==> src/rtl/regfile_pkg.sv <==
// Shared register-file geometry used by the write-back queue and its neighbours.
// Latency: n/a (constants only).
// Backpressure: n/a.
package regfile_pkg;
   localparam int NUM_REGS = 32;
   localparam int ADDR_W   = $clog2(NUM_REGS);
   localparam int DATA_W   = 32;
   // Writes to the hard-wired zero register are architecturally meaningless.
   localparam int ZERO_REG = 0;
endpackage

==> src/rtl/regfile_wq_storage.sv <==
// Circular store of pending write-back entries with head/tail pointers and occupancy count.
// Latency: a push is visible in the slot arrays and count on the cycle after its edge.
// Backpressure: none internally; the caller never pushes when full nor pops when empty.
module regfile_wq_storage #(
   parameter int  DEPTH  = 4,
   parameter int  DATA_W = 32,
   parameter int  ADDR_W = 5,
   localparam int PW     = $clog2(DEPTH),
   localparam int CW     = $clog2(DEPTH) + 1
)(
   input  logic                          clock,
   input  logic                          ctrl_reset,
   input  logic                          push,
   input  logic [ADDR_W-1:0]             push_reg,
   input  logic [DATA_W-1:0]             push_data,
   input  logic                          pop,
   output logic [PW-1:0]                 head_ptr,
   output logic [CW-1:0]                 count,
   output logic [DEPTH-1:0][ADDR_W-1:0]  slot_reg,
   output logic [DEPTH-1:0][DATA_W-1:0]  slot_data
);

   logic [PW-1:0] tail_ptr;

   // Pointer and occupancy bookkeeping; pointers wrap naturally since DEPTH is a power of two.
   always_ff @(posedge clock) begin
      if (ctrl_reset) begin
         head_ptr <= '0;
         tail_ptr <= '0;
         count    <= '0;
      end else begin
         if (push) tail_ptr <= tail_ptr + PW'(1);
         if (pop)  head_ptr <= head_ptr + PW'(1);
         case ({push, pop})
            2'b10:   count <= count + CW'(1);
            2'b01:   count <= count - CW'(1);
            default: count <= count;
         endcase
      end
   end

   // Entry payload; stale slots need no clearing because count bounds every reader.
   always_ff @(posedge clock) begin
      if (push && !ctrl_reset) begin
         slot_reg[tail_ptr]  <= push_reg;
         slot_data[tail_ptr] <= push_data;
      end
   end

endmodule

==> src/rtl/regfile_write_queue.sv <==
// Write-back queue in front of a single register-file write port, with bypass lookup of pending data.
// Latency: an accepted request reaches the write port in the cycle after its accept edge.
// Backpressure: in_ready drops when DEPTH entries are pending; wr_stall freezes the head.
module regfile_write_queue #(
   parameter int DEPTH  = 4,
   parameter int DATA_W = regfile_pkg::DATA_W,
   parameter int ADDR_W = regfile_pkg::ADDR_W
)(
   input  logic                      clock,
   input  logic                      ctrl_reset,
   input  logic                      in_valid,
   output logic                      in_ready,
   input  logic [ADDR_W-1:0]         in_reg,
   input  logic [DATA_W-1:0]         in_data,
   input  logic                      wr_stall,
   output logic                      ctrl_writeEnable,
   output logic [ADDR_W-1:0]         ctrl_writeReg,
   output logic [DATA_W-1:0]         data_writeReg,
   input  logic [ADDR_W-1:0]         query_reg,
   output logic                      query_hit,
   output logic [DATA_W-1:0]         query_data,
   output logic [$clog2(DEPTH):0]    count
);

   localparam int PW = $clog2(DEPTH);
   localparam int CW = $clog2(DEPTH) + 1;
   localparam logic [ADDR_W-1:0] ZERO_ADDR = ADDR_W'(regfile_pkg::ZERO_REG);

   logic                         push;
   logic                         pop;
   logic                         not_empty;
   logic [PW-1:0]                head_ptr;
   logic [DEPTH-1:0][ADDR_W-1:0] slot_reg;
   logic [DEPTH-1:0][DATA_W-1:0] slot_data;

   // Full means full: a pop in the same cycle does not open a slot for pass-through.
   assign in_ready  = (count < CW'(DEPTH));
   assign not_empty = (count != '0);

   // Zero-register requests complete the handshake but are dropped here.
   assign push = in_valid && in_ready && (in_reg != ZERO_ADDR);
   assign pop  = ctrl_writeEnable;

   regfile_wq_storage #(
      .DEPTH  (DEPTH),
      .DATA_W (DATA_W),
      .ADDR_W (ADDR_W)
   ) u_storage (
      .clock      (clock),
      .ctrl_reset (ctrl_reset),
      .push       (push),
      .push_reg   (in_reg),
      .push_data  (in_data),
      .pop        (pop),
      .head_ptr   (head_ptr),
      .count      (count),
      .slot_reg   (slot_reg),
      .slot_data  (slot_data)
   );

   // Write port shows the head entry whenever one is pending, zero otherwise.
   always_comb begin
      ctrl_writeEnable = not_empty && !wr_stall;
      ctrl_writeReg    = '0;
      data_writeReg    = '0;
      if (not_empty) begin
         ctrl_writeReg = slot_reg[head_ptr];
         data_writeReg = slot_data[head_ptr];
      end
   end

   // Bypass lookup: walk oldest to newest so the newest matching entry wins.
   always_comb begin
      query_hit  = 1'b0;
      query_data = '0;
      for (int i = 0; i < DEPTH; i++) begin
         if ((CW'(i) < count) && (query_reg != ZERO_ADDR) &&
             (slot_reg[head_ptr + PW'(i)] == query_reg)) begin
            query_hit  = 1'b1;
            query_data = slot_data[head_ptr + PW'(i)];
         end
      end
   end

endmodule

==> config.mk <==
export PLATFORM = sky130hd
export DESIGN_NAME = regfile_write_queue
export DESIGN_NICKNAME = d
export VERILOG_FILES = /design/src/rtl/regfile_pkg.sv /design/src/rtl/regfile_wq_storage.sv /design/src/rtl/regfile_write_queue.sv
export SDC_FILE = /design/constraint.sdc
export NUM_CORES = 1
export LEC_CHECK = 0
export CAP_MARGIN = 20
export CORE_UTILIZATION = 60
export CTS_BUF_LIST = sky130_fd_sc_hd__clkbuf_4
export DETAILED_ROUTE_END_ITERATION = 12
export GPL_TIMING_DRIVEN = 0
export PLACE_DENSITY = 0.95
export SLEW_MARGIN = 20
export SYNTH_ARGS = -nofsm -noshare
export SYNTH_HDL_FRONTEND = slang
export SYNTH_SLANG_ARGS = --single-unit
export TNS_END_PERCENT = 5
==> constraint.sdc <==
create_clock -name clock -period 6.9 [get_ports clock]
set_input_delay 0.69 -clock clock [delete_from_list [all_inputs] [get_ports clock]]
set_output_delay 0.69 -clock clock [all_outputs]
set_load 0.005 [all_outputs]
==> results.md <==
- The run finished with clean final reports.
- Buffers inserted during clock tree synthesis total 17.
- The final worst-path cycle share is 0.716.
- Entering global routing, the biggest net connects 25 pins.
- The first detailed-routing pass ran for 7 iterations.
- The predominant post-synthesis flop cell is edfxtp_1.
- The number of setup buffers added after CTS is 0.
- The worst hold slack is 0.428 ns.
- The number of buffers and inverters on the critical path is 6.
- Row generation in the floorplan step produced 46 rows.
- The first global-routing pass estimated 42.7 mm of wire.
- The number of distinct library cell variants in the gate-level netlist after synthesis is 45.
- After floorplanning, the core was sized to cover about 16000 um^2.
- The die covers 17100 um^2.
- The number of antenna violations at the first check in global routing is 1.
- The setup TNS is 0 ns.
- The congestion estimate from routability-driven global placement came to 0.867.
- The H-tree generated during clock tree synthesis spans 4 levels.
- The worst setup path is captured at a primary output.
- The overall routing resource usage is 0.338.
- In this run the tightest slew margin relative to its limit is 0.511.
- Of the post-synthesis cell area, the dominant cell type holds 0.446.
- Data on the critical path is required at its endpoint by 6.21 ns.
- After detailed routing, no signal wire sits above met4.
- The remaining global-route overflow is 0.
- The number of clock sinks is 155.
- Summing all placed instances gives a cell area of 11500 um^2.
- Setup violations remaining at the end of the flow were counted as 0.
- The share of post-route cells with drive strength above 1 is 0.237.
- Counting I/O delays and the setup requirement, the final critical path takes ~5 ns.
- The switching share of total power is 0.385.
- The flip-flop count of the largest register, all copies and words added is around 130.
- The count of routing violations after the opening detailed-route iteration is around 1200.
- The count of yosys warnings during synthesis is 0.
- Synthesis produced ~870 cells.
- VDD sags by at most approximately 0.15 mV.
- The final number of hold-violating endpoints is 0.
- 121 I/O pins were placed.
- Summed over all nets, wire length on met2 after detailed routing comes to roughly 13 mm.
- The cell type of the slowest stage on the worst timing path is clkdlybuf4s50_1.
- The number of slew-limit violations in the final report came to 0.
- Of the total power, combinational logic draws 0.529.
- The final layout contains ~1100 nets.
- For this run, design rule violations remaining after detail routing come to 0.
- The initial utilization of the core area, before any placement, comes to 0.621.
- Averaged over all synthesized cells, the footprint is approximately 12 um^2.
- The largest buffer count on any clock path is 2.
- The clock edge transition at the registers on the reported setup and hold paths is 0.13 ns.
- The synthesized design spends more area on one cell type than any other, namely edfxtp_1.
- In this run the clock root is driven by a clkbuf_4.
- Among cell families on the critical path, the largest total delay comes from buffers and inverters.
- The tightest min-delay check is of the input pin to flop type.
- After detailed routing, the average wire length per cell comes to 22.7 um.
- The critical path goes through buf_6 -> buf_6 -> buf_2 -> mux4_2 -> xnor2_1 -> nand4_1 -> nor2_1 -> buf_2 -> clkbuf_1 -> o211ai_1 -> o31ai_2 -> clkdlybuf4s50_1.
- The power per cell area is roughly 290 nW/um^2.
- In this run, synthesis inferred ~150 flip-flops with an integrated enable.
- The mean number of vias per cell is approximately 6.7.
- The count of input and output buffers is 114.
- The number of nets with antenna violations after routing is 0.
- The endpoint arrival time on the critical path is 4.25 ns.
- Measured along the y axis, the die boundary spans between 100 and 150 um.
- The worst setup path category is flop to primary output.
- The share of total power dissipated in the clock network is 0.142.
- After clock tree synthesis, the repair step resized 0 gates.
- For this design, the CTS-stage hold fixing added 0 buffers.
- Of the total power, registers draw 0.329.
- For this run, the share of the core covered by cells in the final layout is 0.729.
- The layout overhead on the synthesized area is 17.4%.
- The total half-perimeter wirelength after legalization and detailed placement is ~20 mm.
- The actual transition at the worst max-transition pin is 0.734 ns.
- The worst-skew pair later-pin latency is approximately 0.60 ns.
- For this run, the slowest stage of the critical path takes 0.59 ns.
- The number of flip-flops and latches in the synthesized netlist is 155.
- The critical path startpoint category is a flop.
- The routed design uses 3.16 mm of met3 wire.
- The switching power summed over all nets is 1.32 mW.
- The die extent in x is 131 um.
- After synthesis, the share of flip-flops with an asynchronous set or reset is 0.
- The setup skew after layout is 0.0267 ns.
- In this run the static leakage power is 3.78 nW.
- After routing the design area is 11700 um^2.
- The synthesized netlist occupies a cell area of 9970 um^2.
- Power comes to 3.44 mW.
- The clock tree from TritonCTS is yes.
- For this block, wires on met1 add up to roughly 10 mm.
- The final wirelength is 27.9 mm.
- The internal power of the cells is 2.11 mW.
- The maximum operating frequency is 0.202 GHz.
- The net count after synthesis is 920.
- The share of the Yosys chip area taken by registers is 0.460.
- Setup repair after global routing left no endpoint under its margin.
- The routed layout has 8300 vias.
- The maximum fanout along the worst path is 10.
- The max-cap violation count is 0.
- In the post-synthesis netlist, the biggest area contributors are edfxtp_1 (45%), mux2_2 (7.2%), mux2i_1 (7.1%), a221oi_2 (4.5%), o31ai_2 (3.8%).
- The via count of the first global-routing pass was 8227.
## cell type report
class / instances / area, um^2
clock inverters: 11 / 80.1
fillers: 1018 / 4360
plain buffers: 78 / 387
diodes: 1 / 2.50
inverters: 6 / 22.5
repair buffers: 118 / 1230
clock buffers: 20 / 150
multi-input cells: 626 / 4980
flip-flops and latches: 155 / 4580
well taps: 216 / 270
## through the flow
step | worst slack [ns] | std cells
floorplan | 3.76 | 865
global placement | 2.80 | 1195
detailed placement | 2.69 | 1199
CTS | 2.05 | 1230
global route | 1.80 | 1231
finish | 1.96 | 1231
## placed cells by master, fill, tap and decap left out, types with 4 or more instances in the layout
cell type,instances
nor2_1,44
o31ai_2,30
buf_2,18
buf_4,6
mux2_2,64
dfxtp_1,7
mux4_2,14
clkdlybuf4s50_1,114
nand2_1,99
o211ai_1,33
clkinv_2,4
clkbuf_1,43
a21oi_1,65
buf_6,5
and2_2,4
clkinv_1,4
clkbuf_4,23
mux2i_1,71
edfxtp_1,148
xnor2_1,12
or2_2,32
ha_1,9
xor2_1,12
a221oi_2,30
o21ai_0,34
nor2b_1,37
inv_1,6
## synthesized netlist by cell type (all sizes together), types with 6 or more instances
cell / count
inv: 6
ha: 9
a21oi: 65
mux2i: 71
xnor2: 12
nor2: 44
mux2: 64
o31ai: 32
clkbuf: 46
o211ai: 33
dfxtp: 7
nor2b: 37
xor2: 12
nand2: 99
buf: 32
o21ai: 34
mux4: 17
edfxtp: 148
a221oi: 32
or2: 32
and2: 7
## kinds of logic (layout without fill, tap and decap cells)
kind of cell | count (synthesis) | after routing | share of synthesized area
compound gates | 206 | 206 | 0.170
xor+xnor | 24 | 24 | 0.0211
fa+ha+maj | 9 | 9 | 0.0113
buf+inv | 84 | 233 | 0.0411
flops | 155 | 155 | 0.460
mux | 152 | 152 | 0.183
other cells | 0 | 1 | 0
simple gates | 235 | 235 | 0.113
## power by group through the flow
stage	clock, mW	combinational [mW]	sequential [mW]
floorplan	0	1.10	1.14
global placement	0	1.71	1.15
detailed placement	0	1.78	1.15
CTS	0.486	1.79	1.13
global route	0.524	1.92	1.14
finish	0.487	1.82	1.13
## path summary, 6_finish.rpt
kind / to / start / cells past startpoint / slack (ns)
setup / recovery: query_data[0] / u_storage.head_ptr[0] / 12 / 1.96
hold / removal: u_storage.head_ptr[0] / ctrl_reset / 2 / 0.43
setup reg to reg: u_storage.head_ptr[1] / u_storage.head_ptr[1] / 8 / 4.50
hold reg to reg: u_storage.tail_ptr[1] / u_storage.tail_ptr[1] / 2 / 0.59
## layer usage
metal / track usage / vias to the layer above
li1: - / 3530
met1: 0.418 / 3911
met2: 0.547 / 705
met3: 0.0737 / 154
met4: 0.201 / 0
met5: 0 / -
No activity file was read; power rests on OpenSTA's default activity.
==> variant 1: new RTL, same settings <==
`DATA_W` is set to 32 in 2 places; all go to 16.
--- a/src/rtl/regfile_pkg.sv
+++ b/src/rtl/regfile_pkg.sv
@@ -4,7 +4,7 @@
 package regfile_pkg;
    localparam int NUM_REGS = 32;
    localparam int ADDR_W   = $clog2(NUM_REGS);
-   localparam int DATA_W   = 32;
+   localparam int DATA_W   = 16;
    // Writes to the hard-wired zero register are architecturally meaningless.
    localparam int ZERO_REG = 0;
 endpackage
--- a/src/rtl/regfile_wq_storage.sv
+++ b/src/rtl/regfile_wq_storage.sv
@@ -3,7 +3,7 @@
 // Backpressure: none internally; the caller never pushes when full nor pops when empty.
 module regfile_wq_storage #(
    parameter int  DEPTH  = 4,
-   parameter int  DATA_W = 32,
+   parameter int  DATA_W = 16,
    parameter int  ADDR_W = 5,
    localparam int PW     = $clog2(DEPTH),
    localparam int CW     = $clog2(DEPTH) + 1
Interface: changed (resized data_writeReg, in_data and query_data); port bits go from 121 to 73. No check against the original RTL was run, so the function may have changed too.
==> variant 1 against the unedited design <==
  * Routed wire length fell by 44%
  * Total power fell by 38%
  * Synthesized cell count fell by 50%
  * Final area fell by 40%
  * Sequential share of layout area fell by 1.4 points
  * Sequential cell count fell by 64
  * Combinational power fell by 37%
  * Setup slack improved by 0.30 ns
  * Non-clock buffer count fell by 91
  * Area after synthesis fell by 39%
  * Critical path depth fell by 1
  * Clock power fell by 37%
  * Highest routed layer unchanged
==> variant 1: results (changes against the unedited design) <==
| Metric | Value |
|---|---|
| Status | `finished, final reports clean` |
| Post-synth top cells | `edfxtp_1, mux2i_1, mux4_2` |
| Vias in the first global route | `4,660 (-43%)` |
| Synth area leaders | `edfxtp_1, mux4_2, mux2i_1, mux2_2, xnor2_1` |
| CTS buffer count | `9 (-8)` |
| First-pass GRT wire length | `23.9 mm (-44%)` |
| VDD IR-drop max | `0.223 mV (+49%)` |
| First-pass DRT Iterations | `5 (-2)` |
| Cell internal pwr | `1.33 mW (-37%)` |
| Comb group | `1.14 mW (-37%)` |
| Number of placed instances, taps included | `629 (-48%)` |
| Mean post-synth cell area | `14.1 µm² (+23%)` |
| Critical Path AT | `3.95 ns (-0.30 ns)` |
| Initial antenna violation count | `0 (-1)` |
| Filler cells | `656 (-36%)` |
| Post-DP HPWL | `10.4 mm (-46%)` |
| Max reg flops | `64 (-50%)` |
| Worst R2R Start | `u_storage.head_ptr[0]` |
| P_leak | `2.10 nW (-44%)` |
| Reg2reg setup slack | `4.51 ns (about the same)` |
| Detailed Route Iter0 Violations | `494 (-57%)` |
| Wire per inst | `24.1 µm (+6.3%)` |
| Post-synthesis sequential area ratio | `0.438 (-0.0216)` |
| Final WL | `15.6 mm (-44%)` |
| Hold path endpoint | `u_storage.head_ptr[1]` |
| H-tree levels | `3 (-1)` |
| I/O Buffers | `66 (-42%)` |
| NumNets Final | `546 (-48%)` |
| P_seq | `0.680 mW (-40%)` |
| Least-Margin Pin Slew | `0.879 ns (+0.145 ns)` |
| Layout cells sized above 1 | `0.264 (+0.0270)` |
| Post-synth EDFFs | `84 (-43%)` |
| Vias per cell | `6.85 (+1.6%)` |
| Dpl ws | `2.89 ns (+0.193 ns)` |
| Largest net degree at the start of global routing | `22 (-12%)` |
==> variant 1: cell types whose count changed in the layout (fill, tap and decap cells not counted), moves of 20 or more <==
cell,before,now
a21oi_1,65,3
a221oi_2,30,10
clkbuf_1,43,13
clkdlybuf4s50_1,114,66
edfxtp_1,148,84
mux2_2,64,16
mux4_2,14,51
nand2_1,99,5
nor2b_1,37,6
nor3_1,3,25
o211ai_1,33,1
o21ai_0,34,4
o31ai_2,30,0
or2_2,32,0
==> variant 1: area by class of cell <==
| type | count | share of cell area |
|---|---|---|
| plain buffers | 39 | 0.0341 |
| clock buffers | 10 | 0.0107 |
| clock inverters | 6 | 0.00941 |
| inverters | 6 | 0.00320 |
| multi-input cells | 294 | 0.447 |
| flip-flops and latches | 91 | 0.378 |
| well taps | 133 | 0.0236 |
| repair buffers | 66 | 0.0938 |
==> variant 1: per-layer routing <==
layer / part of all wire / vias to the layer above / track usage
met4: 0.042 / 0 / 0.186
met2: 0.51 / 331 / 0.526
met3: 0.10 / 65 / 0.0536
li1: - / 1855 / -
met5: 0 / - / 0
met1: 0.34 / 2169 / 0.376
==> variant 1: worst max path at each step <==
stage                     end  depth (start not counted)                  start  slack, ns
2_1_floorplan  query_data[10]                          9  u_storage.head_ptr[0]       4.01
5_1_grt         query_data[5]                         11  u_storage.head_ptr[1]       2.12
6_report        query_data[6]                         11  u_storage.head_ptr[1]       2.26
3_3_place_gp    query_data[5]                         11  u_storage.head_ptr[1]       2.94
4_1_cts         query_data[6]                         11  u_storage.head_ptr[1]       2.40
3_5_place_dp    query_data[6]                         11  u_storage.head_ptr[1]       2.89
==> variant 1: cell families after synthesis <==
group,synth area share
mux,0.330
compound gates,0.0464
simple gates,0.0859
flops,0.438
buf+inv,0.0433
xor+xnor,0.0373
fa+ha+maj,0.0185
==> variant 2: new RTL, config.mk and constraints unchanged <==
Made on the original files. Register the output `count`; this adds one clock of latency there. The other outputs are not delayed to match. Comments in the files are not updated.
--- a/src/rtl/regfile_write_queue.sv
+++ b/src/rtl/regfile_write_queue.sv
@@ -26,6 +26,8 @@
    localparam int CW = $clog2(DEPTH) + 1;
    localparam logic [ADDR_W-1:0] ZERO_ADDR = ADDR_W'(regfile_pkg::ZERO_REG);
 
+   logic [$clog2(DEPTH):0] count_d;
+
    logic                         push;
    logic                         pop;
    logic                         not_empty;
@@ -34,8 +36,8 @@
    logic [DEPTH-1:0][DATA_W-1:0] slot_data;
 
    // Full means full: a pop in the same cycle does not open a slot for pass-through.
-   assign in_ready  = (count < CW'(DEPTH));
-   assign not_empty = (count != '0);
+   assign in_ready  = (count_d < CW'(DEPTH));
+   assign not_empty = (count_d != '0);
 
    // Zero-register requests complete the handshake but are dropped here.
    assign push = in_valid && in_ready && (in_reg != ZERO_ADDR);
@@ -53,7 +55,7 @@
       .push_data  (in_data),
       .pop        (pop),
       .head_ptr   (head_ptr),
-      .count      (count),
+      .count      (count_d),
       .slot_reg   (slot_reg),
       .slot_data  (slot_data)
    );
@@ -74,7 +76,7 @@
       query_hit  = 1'b0;
       query_data = '0;
       for (int i = 0; i < DEPTH; i++) begin
-         if ((CW'(i) < count) && (query_reg != ZERO_ADDR) &&
+         if ((CW'(i) < count_d) && (query_reg != ZERO_ADDR) &&
              (slot_reg[head_ptr + PW'(i)] == query_reg)) begin
             query_hit  = 1'b1;
             query_data = slot_data[head_ptr + PW'(i)];
@@ -82,5 +84,9 @@
       end
    end
 
+   always_ff @(posedge clock) begin
+      count <= count_d;
+   end
+
 endmodule
 
Function: changed (a bounded check fails within 4 cycles, from zero or initial values and one cycle with ctrl_reset high).
==> variant 2 against the unedited design <==
  * Sequential cell count increased by 3
  * Sequential share of layout area about the same
  * Area after synthesis up 0.60%
  * Cell count increased by 0.32%
  * Total power increased by 5.2%
  * Routed wire length rose by 0.71%
  * Utilization up 0.65 points
  * Final area rose by 1.3%
  * Setup slack got worse by 0.035 ns
  * Via count decreased by 0.27%
  * Critical path type unchanged
  * Largest power group unchanged
==> variant 2: results (changes against the unedited design) <==
| Metric | Value |
|---|---|
| Total track usage | `0.329 (-0.00861)` |
| Slowest-stage cell, CP | `clkdlybuf4s50_1` |
| Least-Margin Pin Slew | `0.767 ns (+0.0328 ns)` |
| Detailed Route Iter0 Violations | `1,205 (+3.9%)` |
| Post-synth ARST share | `0 (unchanged)` |
| Hold Path Class | `input port to flip-flop` |
| H-tree levels | `4 (unchanged)` |
| Xor/xnor share of the synthesized area | `0.0210 (-0.000126)` |
| Synth Area in Adders | `0.0112 (-0.0000677)` |
| GP Congestion | `0.862 (-0.53%)` |
| Synth warn | `0 (unchanged)` |
| Mux cell area share after synthesis | `0.182 (-0.00110)` |
| P_leak | `3.85 nW (+1.7%)` |
| Post-CTS Setup Bufs | `0 (unchanged)` |
| VDD IR-drop max | `0.156 mV (+4.2%)` |
| Vias in the first global route | `8,223 (-0.049%)` |
| Sw power | `1.40 mW (+5.7%)` |
| Max reg flops | `128 (unchanged)` |
| Dpl ws | `2.77 ns (+0.0765 ns)` |
| Synth area leaders | `edfxtp_1, mux2_2, mux2i_1, a221oi_2, o31ai_2` |
| Root Driver | `clkbuf_4` |
| Flop pwr share | `0.319 (-0.010)` |
| Fraction of the mapped netlist area in compound gates | `0.169 (-0.00102)` |
| Syn nets | `923 (+0.33%)` |
| Layout cells sized above 1 | `0.241 (+0.00398)` |
| Max incr delay on CP | `0.60 ns` |
| NumNets Final | `1,060 (+0.28%)` |
| Critical Path AT | `4.29 ns (+0.04 ns)` |
| Worst-Skew Late Latency | `0.62 ns (+0.02 ns)` |
| I/O Buffers | `114 (unchanged)` |
| Post-synthesis sequential area ratio | `0.463 (+0.00323)` |
| Post-synth EDFFs | `148 (unchanged)` |
| Status | `finished, final reports clean` |
| Largest net degree at the start of global routing | `24 (-4.0%)` |
| Synth cell types | `45 (unchanged)` |
| Filler cells | `1,066 (+4.7%)` |
| First-pass DRT Iterations | `5 (-2)` |
| Total number of vias | `8,278 (-0.27%)` |
| Worst-path maximum fanout | `10 (unchanged)` |
| Clk_skew | `0.0314 ns (+0.00473 ns)` |
| First-pass GRT wire length | `43.9 mm (+2.9%)` |
| CTS buffer count | `17 (unchanged)` |
| Post-DP HPWL | `19.5 mm (+0.43%)` |
| Cell family with most CP delay | `buffers and inverters` |
| Clock transition at path regs | `0.16 ns (+0.03 ns)` |
| Final WL | `28.1 mm (+0.71%)` |
## variant 2: worst register-to-register path: stages (launching register included)
cell and delay (ns):
dfxtp_1 0.33, buf_2 0.18, buf_4 0.21, buf_2 0.21, inv_1 0.15, clkbuf_1 0.43
clkbuf_1 0.54, xnor2_1 0.21, nor2_1 0.05
## variant 2: area by class of cell
| cell class | instances | area [µm²] | area share |
|---|---|---|---|
| Clock buffer | 17 | 128 | 0.0108 |
| Clock inverter | 15 | 196 | 0.0166 |
| Inverter | 6 | 22.5 | 0.00190 |
| Antenna cell | 1 | 2.50 | 0.000211 |
| Tap cell | 216 | 270 | 0.0228 |
| Multi-Input combinational cell | 626 | 4980 | 0.420 |
| Timing Repair Buffer | 118 | 1220 | 0.103 |
| Buffer | 78 | 387 | 0.0326 |
| Sequential cell | 158 | 4640 | 0.392 |
## variant 2: stage by stage
step | instance area, µm² | std cells | utilization
5_1_grt | 11800 | 1235 | 0.735
3_5_place_dp | 11500 | 1202 | 0.715
2_1_floorplan | 10000 | 868 | -
3_3_place_gp | 11400 | 1198 | 0.710
6_report | 11800 | 1235 | 0.735
4_1_cts | 11800 | 1234 | 0.735
## variant 2: logic make-up after synthesis
| group | after synthesis |
|---|---|
| and+or+nand+nor | 235 |
| AOI/OAI and AO/OA | 206 |
| DFF | 158 |
| muxes | 152 |
| buffers and inverters | 84 |
| xor gates and xnor gates | 24 |
| adders and majority gates | 9 |
## variant 2: per-layer routing
metal	GRT usage	up-vias	share of wire
li1	-	3541	-
met1	0.414	3909	0.37
met2	0.536	666	0.47
met3	0.0575	162	0.10
met4	0.194	0	0.054
met5	0	-	0
## variant 2: path summary, 6_finish.rpt
check,endpoint,cells past startpoint,startpoint,slack [ns]
worst min register to register,count[1],0,u_storage.count[1],0.43
worst max-delay path,query_data[0],10,u_storage.head_ptr[1],1.92
worst max register to register,u_storage.head_ptr[1],8,u_storage.head_ptr[1],4.50
worst min-delay path,u_storage.count[0],2,ctrl_reset,0.41
## variant 2: power by group through the flow
stage	registers, mW	clock network, mW	logic (mW)
after floorplan	1.16	0	1.10
final	1.15	0.639	1.82
after global routing	1.16	0.668	1.92
after global placement	1.17	0	1.71
after CTS	1.15	0.636	1.78
after detailed placement	1.17	0	1.77
